`config.mk`:
```
export PLATFORM = sky130hd
export DESIGN_NAME = forward_hazard_unit
export DESIGN_NICKNAME = d
export VERILOG_FILES = /design/src/rtl/forward_hazard_unit.sv
export SDC_FILE = /design/constraint.sdc
export NUM_CORES = 1
export LEC_CHECK = 0
export ABC_AREA = 0
export CORE_MARGIN = 2
export CORE_UTILIZATION = 40
export CTS_CLUSTER_DIAMETER = 100
export DETAILED_ROUTE_END_ITERATION = 8
export MAX_ROUTING_LAYER = met4
export SLEW_MARGIN = 15
export SYNTH_ARGS = -nofsm -noshare
export SYNTH_HDL_FRONTEND = slang
export SYNTH_SLANG_ARGS = --single-unit
```
`constraint.sdc`:
```
create_clock -name clk -period 2.4 [get_ports clk]
set_clock_uncertainty 0.1 [all_clocks]
set_input_delay 0.48 -clock clk [delete_from_list [all_inputs] [get_ports clk]]
set_output_delay 0.48 -clock clk [all_outputs]
set_load 0.1 [all_outputs]
```
`src/rtl/forward_hazard_unit.sv`:
```
// Operand-forwarding select and load-use stall detection for an in-order pipeline.
// Tracks in-flight producers beyond EX and counts stalled cycles.
module forward_hazard_unit #(
  parameter int NUM_SRC  = 2,
  parameter int DEPTH    = 3,
  parameter int ADDR_W   = 5,
  parameter int LD_STAGE = 1,
  localparam int SEL_W   = $clog2(DEPTH + 1)
) (
  input  logic                       clk,
  input  logic                       rst_n,
  input  logic [NUM_SRC*ADDR_W-1:0]  src,
  input  logic [NUM_SRC-1:0]         src_used,
  input  logic                       ex_valid,
  input  logic [ADDR_W-1:0]          ex_wa,
  input  logic                       ex_we,
  input  logic                       ex_ld,
  input  logic                       flush,
  input  logic                       cnt_clr,
  output logic [NUM_SRC*SEL_W-1:0]   fw_sel,
  output logic                       stall,
  output logic [31:0]                stall_cnt
);

  logic [ADDR_W-1:0] waReg [DEPTH];
  logic [DEPTH-1:0]  weReg;
  logic [DEPTH-1:0]  ldReg;
  logic [DEPTH-1:0]  entryLive;
  logic [NUM_SRC-1:0] blockedVec;
  logic [31:0]       stallCntReg;

  genvar gi;
  generate
    for (gi = 0; gi < DEPTH; gi++) begin : g_live
      assign entryLive[gi] = weReg[gi] && (waReg[gi] != '0);
    end

    for (gi = 0; gi < NUM_SRC; gi++) begin : g_src
      logic [ADDR_W-1:0] srcAddr;
      logic [SEL_W-1:0]  selNext;
      logic              blockedNext;

      assign srcAddr = src[gi*ADDR_W +: ADDR_W];

      // Walk oldest to youngest so the youngest matching producer overrides.
      always_comb begin
        selNext     = '0;
        blockedNext = 1'b0;
        if (src_used[gi] && (srcAddr != '0)) begin
          for (int k = DEPTH - 1; k >= 0; k--) begin
            if (entryLive[k] && (waReg[k] == srcAddr)) begin
              blockedNext = ldReg[k] && (k < LD_STAGE);
              selNext     = blockedNext ? '0 : SEL_W'(k + 1);
            end
          end
        end
      end

      assign fw_sel[gi*SEL_W +: SEL_W] = selNext;
      assign blockedVec[gi]            = blockedNext;
    end
  endgenerate

  assign stall     = ex_valid && (|blockedVec);
  assign stall_cnt = stallCntReg;

  // A stall inserts a bubble at entry 0 while older entries keep draining.
  always_ff @(posedge clk or negedge rst_n) begin
    if (!rst_n) begin
      for (int k = 0; k < DEPTH; k++) waReg[k] <= '0;
      weReg <= '0;
      ldReg <= '0;
    end else if (flush) begin
      for (int k = 0; k < DEPTH; k++) waReg[k] <= '0;
      weReg <= '0;
      ldReg <= '0;
    end else begin
      waReg[0] <= stall ? '0 : ex_wa;
      weReg[0] <= !stall && ex_we && ex_valid;
      ldReg[0] <= !stall && ex_ld && ex_valid;
      for (int k = 1; k < DEPTH; k++) begin
        waReg[k] <= waReg[k-1];
        weReg[k] <= weReg[k-1];
        ldReg[k] <= ldReg[k-1];
      end
    end
  end

  always_ff @(posedge clk or negedge rst_n) begin
    if (!rst_n) begin
      stallCntReg <= '0;
    end else if (cnt_clr) begin
      stallCntReg <= '0;
    end else if (stall && (stallCntReg != 32'hFFFF_FFFF)) begin
      stallCntReg <= stallCntReg + 32'd1;
    end
  end

endmodule

```
==> metrics.txt <==
run status complete, but fails checks; failing checks setup timing; die area 8150 um2; CTS root buffer clkbuf_8; row count 31; Synth top area share 42.8%; register area share after synthesis 42.8%; total number of vias 2832; final worst slack -0.405 ns; initial antenna violation count 0; I/O pin count 61; final setup violation count 24; crit start category register; RR Endpoint stall_cnt[12]; Worst-Skew Late Latency 0.31 ns; footprint of the multi-input gates between 1500 and 2000 um2; total grt overflow 0; CP endpoint fw_sel[0]; Worst-path clk slew 0.10 ns; number of inserted diodes 0; post-synthesis net count 338; top post-synthesis cells by count dfrtp_1 (51), xnor2_1 (23), a21oi_1 (22), nor2_1 (22); worst path required time between 1.5 and 2 ns; CTS tree done; fillcell total 635; maximum VDD drop 0.361 mV; hold wc startpoint stall_cnt[27]; vias in the first global route 2843; unrepaired setup endpoints after global routing yes; synthesized flop and latch total around 50; H-Tree Level Count 2; final std cells w/o fill 530; crit path max fanout 4; core area ~7200 um2; DRT antenna net count 0; vias per cell 5.34; Iter 0 DRT Violations 134; fin crit period 2.81 ns; Max Cap Viol 0; Cells after Synth between 300 and 400; Nets 455; DRC viols 0; EDFF count, synth 0; Final Hold Violating Endpoints 0; die height 90.3 um; WS Path Type register to output pin; max frequency around 360 MHz; # port buffers 60; # placed instances 506; gr usage total 22.6%; CP Capture Type output pin; flop2flop setup slack -0.19 ns; GPL Wtd Cong 0.878; R2R cell count 10; final worst path period share 117%; Leak Pwr 1.90 nW; largest area contributor in the synthesized netlist dfrtp_1; Routed WL 8620 um; top post-synthesis cells by area dfrtp_1 (43%), xnor2_1 (6.8%), xor2_1 (4.7%); max_slew headroom approximately 62%; layout cell share with drive strength beyond 1 49.0%; first-pass GRT wire length 14400 um; number of CTS-inserted buffers 5; synth unique cells 44; Worst Max-Slew Pin Slew 0.566 ns; count leader, synth dfrtp_1; initial core utilization between 40% and 50%; CP arrival 2.23 ns; pwr dens approximately 400 nW/um2; Syn. warnings 0; Layout area overhead 57.6%; CP startpoint waReg[14]; CTS Sinks 51; Routed WL per cell 16.3 um; clock buffer depth 2; Die X approximately 90 um; Tightest Hold Check Type register to register; final count of pins violating max slew 0; router iterations before antenna repair 4; Reg-to-Reg Start waReg[14]; largest net degree at the start of global routing 28; Async SR Flop Fraction 100%; HPWL Detailed 6140 um; Syn Area/Cell 9.52 um2; register area around 1300 um2; Top FF cell, synth dfrtp_1; Post-Syn Area 2980 um2; setup TNS -3.56 ns
## sequential cells by signal (all words and copies together), names as in the netlist
name	cells
waReg	15
weReg	3
stall_cnt	32
ldReg	1
## how the worst min path moves through the flow
stage	endpoint	slack, ns	depth (start not counted)
CTS	stall_cnt[28]	0.48	2
finish	stall_cnt[27]	0.48	2
global placement	waReg[14]	0.29	1
global route	weReg[2]	0.49	1
detailed placement	waReg[14]	0.30	1
floorplan	ldReg[0]	0.08	0
## routing by layer
layer  up-vias  share of wire [%]  routed length [um]  GRT usage, %
li1       1373                  -                   -             -
met1      1406                 48                4120          31.6
met2        47                 48                4120          35.5
met3         6                3.6                 308          3.42
met4         0               0.71                  61          3.97
met5         -                  0                   0             -
## placed cells by master, fill, tap and decap left out, types with 3 or more instances in the layout
master / count
buf_4: 73
dfrtp_2: 31
nor2_1: 20
xnor2_1: 19
dfrtp_1: 19
nand3_1: 16
xor2_1: 16
nor2b_1: 15
a21oi_1: 14
or3_1: 14
buf_6: 13
clkdlybuf4s50_1: 12
nand2_1: 11
o21ai_0: 10
o21ai_2: 10
dlygate4sd2_1: 9
o2111ai_2: 8
a21oi_2: 8
buf_12: 8
nand4_1: 7
and3_1: 7
inv_1: 6
or4_4: 5
nor4_2: 5
clkbuf_8: 5
xnor2_2: 4
nor3b_1: 4
nor3_4: 4
or4_1: 3
nand2b_1: 3
nor2_4: 3
nor4_4: 3
mux2_4: 3
and4_1: 3
or3_4: 3
buf_8: 3
## cell families (layout without fill, tap and decap cells)
group	count (synthesis)	after routing	synth area share, %
AND/OR/NAND/NOR	136	136	26.5
XOR/XNOR	39	39	11.5
adder cells (fa/ha/maj)	1	1	0.420
multiplexers	4	4	1.64
AO/OA/AOI/OAI	63	63	14.0
flip-flops	51	51	42.8
buffers and inverters	19	137	3.19
## worst max-delay path: stages (launching register included)
cell and delay, ns:
dfrtp_1 0.39, or4_4 0.55, o21ai_4 0.20, buf_12 0.14, nor3_4 0.05, mux2_4 0.31, nor2_4 0.10, buf_12 0.18
## stage by stage
step | power, mW | hold slack (ns) | instance area (um2) | setup slack (ns) | utilization [%]
2_1_floorplan | 0.980 | 0.0844 | 3070 | -0.242 | -
3_3_place_gp | 1.11 | 0.291 | 4080 | -0.532 | 56.6
3_5_place_dp | 1.11 | 0.303 | 4080 | -0.562 | 56.6
4_1_cts | 1.87 | 0.479 | 4560 | -0.426 | 63.1
5_1_grt | 1.92 | 0.494 | 4690 | -0.474 | 65.1
6_report | 1.86 | 0.478 | 4690 | -0.405 | 65.1
## final cells by class
cell class                 instances  share of cell area [%]
multi-input combinational        243                    41.3
clock buffer                       5                    1.47
tap                               99                    2.64
inverter                           7                   0.613
clock inverter                     3                    1.52
timing repair buffer             122                    24.4
sequential                        51                    28.1
## power breakdown
group	switching, mW	internal (mW)	total [mW]
sequential	0.0122	0.870	0.882
combinational	0.118	0.122	0.239
clock	0.315	0.423	0.738
## what timing repair did
item | CTS | global route
setup buffers | 13 | 6
endpoints found under the setup margin | 38 | 36
hold buffers | 1 | 0
gates cloned | 2 | 0
resized for setup | 52 | 38
endpoints found under the hold margin | 11 | 0
pin swaps | 33 | 31
(Power assumes the default switching activity.)
